===== config.mk =====
export PLATFORM = sky130hd
export DESIGN_NAME = gated_delay_pipe
export DESIGN_NICKNAME = d
export VERILOG_FILES = /design/src/rtl/gated_delay_pipe.sv
export SDC_FILE = /design/constraint.sdc
export NUM_CORES = 1
export LEC_CHECK = 0
export BUFFER_PORTS_ARGS = -buffer_cell sky130_fd_sc_hd__buf_4
export CORE_UTILIZATION = 50
export CTS_CLUSTER_DIAMETER = 150
export DETAILED_ROUTE_END_ITERATION = 8
export GPL_ROUTABILITY_DRIVEN = 1
export GPL_TIMING_DRIVEN = 0
export PLACE_DENSITY_LB_ADDON = 0.15
export SLEW_MARGIN = 25
export SYNTH_ARGS = -nofsm -noshare
export SYNTH_HDL_FRONTEND = slang
export SYNTH_SLANG_ARGS = --single-unit

===== constraint.sdc =====
create_clock -name I1470 -period 2.9 [get_ports I1470]
set_input_delay 0.145 -clock I1470 [delete_from_list [all_inputs] [get_ports I1470]]
set_output_delay 0.145 -clock I1470 [all_outputs]
set_load 0.1 [all_outputs]

===== src/rtl/gated_delay_pipe.sv =====
// Per-channel NAND(a,b) gated by a registered gate bit, delayed through DEPTH stages,
// with valid tracking, hold/flush control, occupancy and saturating per-channel hit counters.
module gated_delay_pipe #(
  parameter int NCH   = 2,
  parameter int WIDTH = 1,
  parameter int DEPTH = 2,
  parameter int CNT_W = 8,
  parameter int OCC_W = $clog2(DEPTH + 1)
) (
  input  logic                   I1470,
  input  logic                   I1477,
  input  logic [NCH*WIDTH-1:0]   in_a,
  input  logic [NCH*WIDTH-1:0]   in_b,
  input  logic [NCH*WIDTH-1:0]   gate_in,
  input  logic                   in_valid,
  input  logic                   hold,
  input  logic                   flush,
  output logic [NCH*WIDTH-1:0]   out_data,
  output logic                   out_valid,
  output logic [OCC_W-1:0]       occupancy,
  output logic [NCH*CNT_W-1:0]   hit_cnt
);

  localparam int DW = NCH * WIDTH;

  logic [DW-1:0]    gate_q;
  logic [DW-1:0]    stage_data [DEPTH];
  logic [DEPTH-1:0] stage_valid;
  logic [OCC_W-1:0] occ_q;
  logic [DW-1:0]    d0;

  assign d0 = ~(in_a & in_b) & gate_q;

  always_ff @(posedge I1470 or negedge I1477) begin
    if (!I1477) begin
      gate_q      <= '0;
      stage_valid <= '0;
      occ_q       <= '0;
      for (int i = 0; i < DEPTH; i++) stage_data[i] <= '0;
    end else if (flush) begin
      // flush wins over hold and drops the sample offered this cycle
      gate_q      <= '0;
      stage_valid <= '0;
      occ_q       <= '0;
      for (int i = 0; i < DEPTH; i++) stage_data[i] <= '0;
    end else if (!hold) begin
      gate_q         <= gate_in;
      stage_data[0]  <= d0;
      stage_valid[0] <= in_valid;
      for (int i = 1; i < DEPTH; i++) begin
        stage_data[i]  <= stage_data[i-1];
        stage_valid[i] <= stage_valid[i-1];
      end
      occ_q <= occ_q + OCC_W'(in_valid) - OCC_W'(stage_valid[DEPTH-1]);
    end
  end

  assign out_data  = stage_data[DEPTH-1];
  assign out_valid = stage_valid[DEPTH-1];
  assign occupancy = occ_q;

  for (genvar c = 0; c < NCH; c++) begin : g_hit
    logic [CNT_W-1:0] cnt_q;
    logic             hit;

    // counts the sample currently presented, i.e. the one about to shift out
    assign hit = !hold && out_valid && (|out_data[c*WIDTH +: WIDTH]);

    always_ff @(posedge I1470 or negedge I1477) begin
      if (!I1477) begin
        cnt_q <= '0;
      end else if (hit && (cnt_q != {CNT_W{1'b1}})) begin
        cnt_q <= cnt_q + CNT_W'(1);
      end
    end

    assign hit_cnt[c*CNT_W +: CNT_W] = cnt_q;
  end

endmodule


* After elaboration in Yosys (flattened, before gate mapping)
Cells that the tools add are included. W data, S select, Z words.
Cells by class: add/sub/neg operators 4, equal/unequal tests 3, muxes and demuxes 8, bitwise logic cells 3, reduce and logical (&&, ||, !) cells 6
Operator list (count):
- $add A8 B1 Y8 const B | 2
- $ne A8 B8 Y1 const B | 2
- $mux W2 | 6
- $mux W4 | 2
- $logic_and A1 B1 Y1 | 5
- $and A2 B2 Y2 | 2
- $add A2 B1 Y2 | 1
- $ne A2 B1 Y1 const B | 1
- $not A2 Y2 | 1
- $sub A2 B1 Y2 | 1
- $logic_not A1 Y1 | 1
Word-level totals: bits in registers 26, bits of input ports 11, output and inout port bits 21

* Logic depth before layout (Yosys ltp)
depth after elaboration 5, gate-level depth with buffers 7

* Worst setup path before layout
OpenSTA, ideal clock, no wires.
path kind register -> register, start reg g_hit[0].cnt_q[0], end reg g_hit[0].cnt_q[6], arrival 2052 ps, required time 2774 ps, path slack 722 ps, cell stages (with the launch flop) 6, clock period less this slack 2178 ps, cell sequence dfrtp_1 -> ha_1 -> nand3_1 -> nand2b_1 -> nor2_1 -> mux2_2
On the way: word-level cells in the longest chain between the ends 2
RTL lines:
- from (decl) | RTL line 63 | logic [CNT_W-1:0] cnt_q;
- from (signal assigned) | RTL line 73 | cnt_q <= cnt_q + CNT_W'(1);
- parallel branches: the longest is 2 deep, another holds $add A8 B1 Y8
Several ways; the timed one is not identified. A chain may end at the register's enable or synchronous reset.

* Worst setup path in the final report
start reg stage_valid[1], end reg occ_q[1] (netlist: occupancy[1])
On the way: word-level cells in the longest chain between the ends 3
RTL lines:
- from (decl) | RTL line 28 | logic [DEPTH-1:0] stage_valid;
- from (signal, indexed assignment) | RTL line 52 | stage_valid[i] <= stage_valid[i-1];
- $sub A2 B1 Y2 | RTL line 54 | occ_q <= occ_q + OCC_W'(in_valid) - OCC_W'(stage_valid[DEPTH-1]);
- $mux W2 | RTL line 46 | end else if (!hold) begin
- $mux W2 | RTL line 40 | end else if (flush) begin
- to (signal assigned) | RTL line 54
- to (decl) | RTL line 29 | logic [OCC_W-1:0] occ_q;
No other way between the ends. The select of a mux whose other input is x is not followed.

==> reports/qor.yml <==
status: "completed"
dp_cells: 175
synth_compound_area_frac: 0.0586
p_leak_nw: 0.797
final-seq-area_um2: 651
syn_to_final_growth_pct: 23.9
h-tree-depth: 1
synth_edf_count: 0
finish.instance_area_mm2: 0.00159
tightest_slew_ns: 0.408
vias_per_cell: 5.42
dr_total_vias: 975
synth_nets: 132
totalWireLength_um: 2310
antenna_cells: 0
hold_viol_final: 0
vdd_drop_max_v: 0.000303
drc: 0
firstDrtPassIters: 4
slew-limit-headroom: 0.728
fin_nets: 168
yosysWarnings: 0
crit_required_ns: 3.16
criticalPathCategory: "register to register"
synth_top_family_by_area: "simple AND/OR/NAND/NOR gates"
finalCritPeriodShare: 0.552
root_buffer: "clkbuf_4"
start_util: 0.553
hpwl_um: 1690
gp_congestion: 0.761
max_freq_ghz: 0.624
drive_gt1_frac: 0.309
synth_cells: 117
grt_pass1_wl_um: 3880
track_usage: 0.194
grt_pass1_vias: 893
tns_ns: 0
clkTransAtPathRegs_ns: 0.15
post_drt_wl_per_cell_um: 12.8
end_kind: "register"
synth.area.mux_share: 0.127
setup_viol: 0
clk_latency_ns: 0.32
synth-async-reset-ratio: 1.00
fin_skew_ns: 0.00537
grt_max_degree: 27
die_width_um: 52.6
synth-xor-area-share: 0.0410
slew_violations: 0
syn_area_mm2: 0.00128
hold_path.class: "input pin to register"
grt_overflow: 0
port_buffers: 30
maxCapViolations: 0
fillers: 194
synth_ff_type: "dfrtp_1"
synth_fa_ha_area_frac: 0.0391
cts_tree: "done"
ant_nets: 0
cts.sinks: 26
antenna_found_initial: 0
p_per_area_mw_per_mm2: 405
die_h_um: 52.6
rsz0062_at_grt: "no"
syn_avg_cell_area_um2: 11.0
cts.path.max_buffers: 2
cp_max_fo: 6
post-place-ws_ns: 1.31
multi_input_area_um2: 599
synth-seq-cells: 26
cp-start-kind: "register"
fp.coreArea_mm2: 0.00232
rows: 17
numCtsBuffers: 3
ios: 32
final.min_clock_period_ns: 1.60
fin_cells: 180
drtIter0Drc: 14
crit_arrival_ns: 1.86
placed_cell_area_mm2: 0.00154
yosysSeqAreaShare: 0.508
fin_ws_ns: 1.30
dieArea_mm2: 0.00277
synthSimpleGateAreaFrac: 0.202
synth_cell_type_count: 31
-- metrics by stage --
step           hold WS (ns)   util  total power, W
6_report             0.0498  0.685        0.000642
2_1_floorplan        -0.151      -        0.000432
5_1_grt              0.0728  0.685        0.000663
3_5_place_dp         0.0752  0.665        0.000461
3_3_place_gp         0.0697  0.665        0.000459
4_1_cts              0.0524  0.685        0.000648
-- metal layers --
metal / vias up / global-route usage / share of wire
met5: - / 0 / 0
met4: 0 / 0.0789 / 0.0074
met3: 2 / 0.0348 / 0.024
met2: 19 / 0.340 / 0.51
met1: 473 / 0.232 / 0.46
li1: 481 / - / -
-- state kept, by name, summed over array words and instances, names as in the netlist --
signal       count
stage_valid      2
gate_q           2
out_data         2
g_hit.cnt_q     16
occupancy        2
stage_data       2
-- cell type report --
class                   count  area share
flip-flops and latches     26       0.410
multi-input cells          85       0.377
repair buffers             31       0.148
clock buffers               4      0.0229
well taps                  28      0.0221
plain buffers               4      0.0150
inverters                   2     0.00473
-- synth_stat cells (3+ instances only) --
library cell,number,area [um2]
a21oi_1,8,40.0
dfrtp_1,26,651
ha_1,4,50.1
mux2_2,4,45.0
mux2i_1,8,80.1
nand2_1,12,45.0
nand2b_1,4,25.0
nand3_1,4,20.0
nand4_1,3,18.8
nor2_1,12,45.0
xnor2_1,6,52.6
-- worst paths after layout --
check                               startpoint           endpoint  slack (ns)  cells past startpoint
worst min register to register   stage_data[2]      stage_data[2]        0.53                      2
worst max-delay path            stage_valid[1]       occupancy[1]        1.30                      6
worst max register to register  stage_valid[1]       occupancy[1]        1.30                      6
max in group asynchronous                I1477  g_hit[0].cnt_q[0]        2.41                      2
min in group asynchronous                I1477  g_hit[1].cnt_q[6]        0.24                      2
worst min-delay path                gate_in[0]          gate_q[0]        0.05                      3
-- critical path, stage by stage, from the launching register on --
cell and delay [ns]:
dfrtp_1 0.46, ha_1 0.30, inv_1 0.04, ha_1 0.17, xnor2_1 0.12, or3_1 0.30
a21oi_1 0.14
-- cell usage in the layout (no fill, tap or decap) --
cell | synthesis | final
o21ai_0 | 2 | 2
nand2_1 | 12 | 12
buf_2 | 1 | 1
a41oi_1 | 1 | 1
dlygate4sd3_1 | 0 | 1
nor3_2 | 1 | 1
and3b_2 | 1 | 1
mux2_2 | 4 | 4
nand2b_1 | 4 | 4
nand4_1 | 3 | 3
mux2_4 | 1 | 1
buf_4 | 2 | 32
nor2_1 | 12 | 12
o21bai_1 | 1 | 1
dfrtp_1 | 26 | 26
o21ai_2 | 1 | 1
and3b_1 | 1 | 1
and4b_1 | 1 | 1
a21oi_1 | 8 | 8
nand3b_1 | 2 | 2
mux2_1 | 2 | 2
clkbuf_4 | 0 | 3
and3_4 | 1 | 1
inv_1 | 2 | 2
clkbuf_8 | 0 | 1
xnor2_1 | 6 | 6
nand3_2 | 1 | 1
nand3_1 | 4 | 4
or3_1 | 1 | 1
and4_1 | 2 | 2
mux2i_1 | 8 | 8
buf_1 | 1 | 1
and3_1 | 1 | 1
ha_1 | 4 | 4
-- report_power, final --
part           internal (W)  switching, W  leakage, nW  total (W)
sequential         0.000370    0.00000542        0.360   0.000375
combinational     0.0000260     0.0000526        0.416  0.0000786
clock             0.0000768      0.000112       0.0210   0.000189
-- repair_timing --
action,4_1_cts,5_1_grt
buffers inserted,0,0
resized for setup,0,0
hold buffers,1,0
hold endpoints to repair,26,0
-- cell families after synthesis --
logic type	after synthesis
AOI/OAI and AO/OA	13
xor gates and xnor gates	6
adders and majority gates	4
buffers and inverters	6
DFF	26
muxes	15
and+or+nand+nor	47
(Power assumes the default switching activity.)
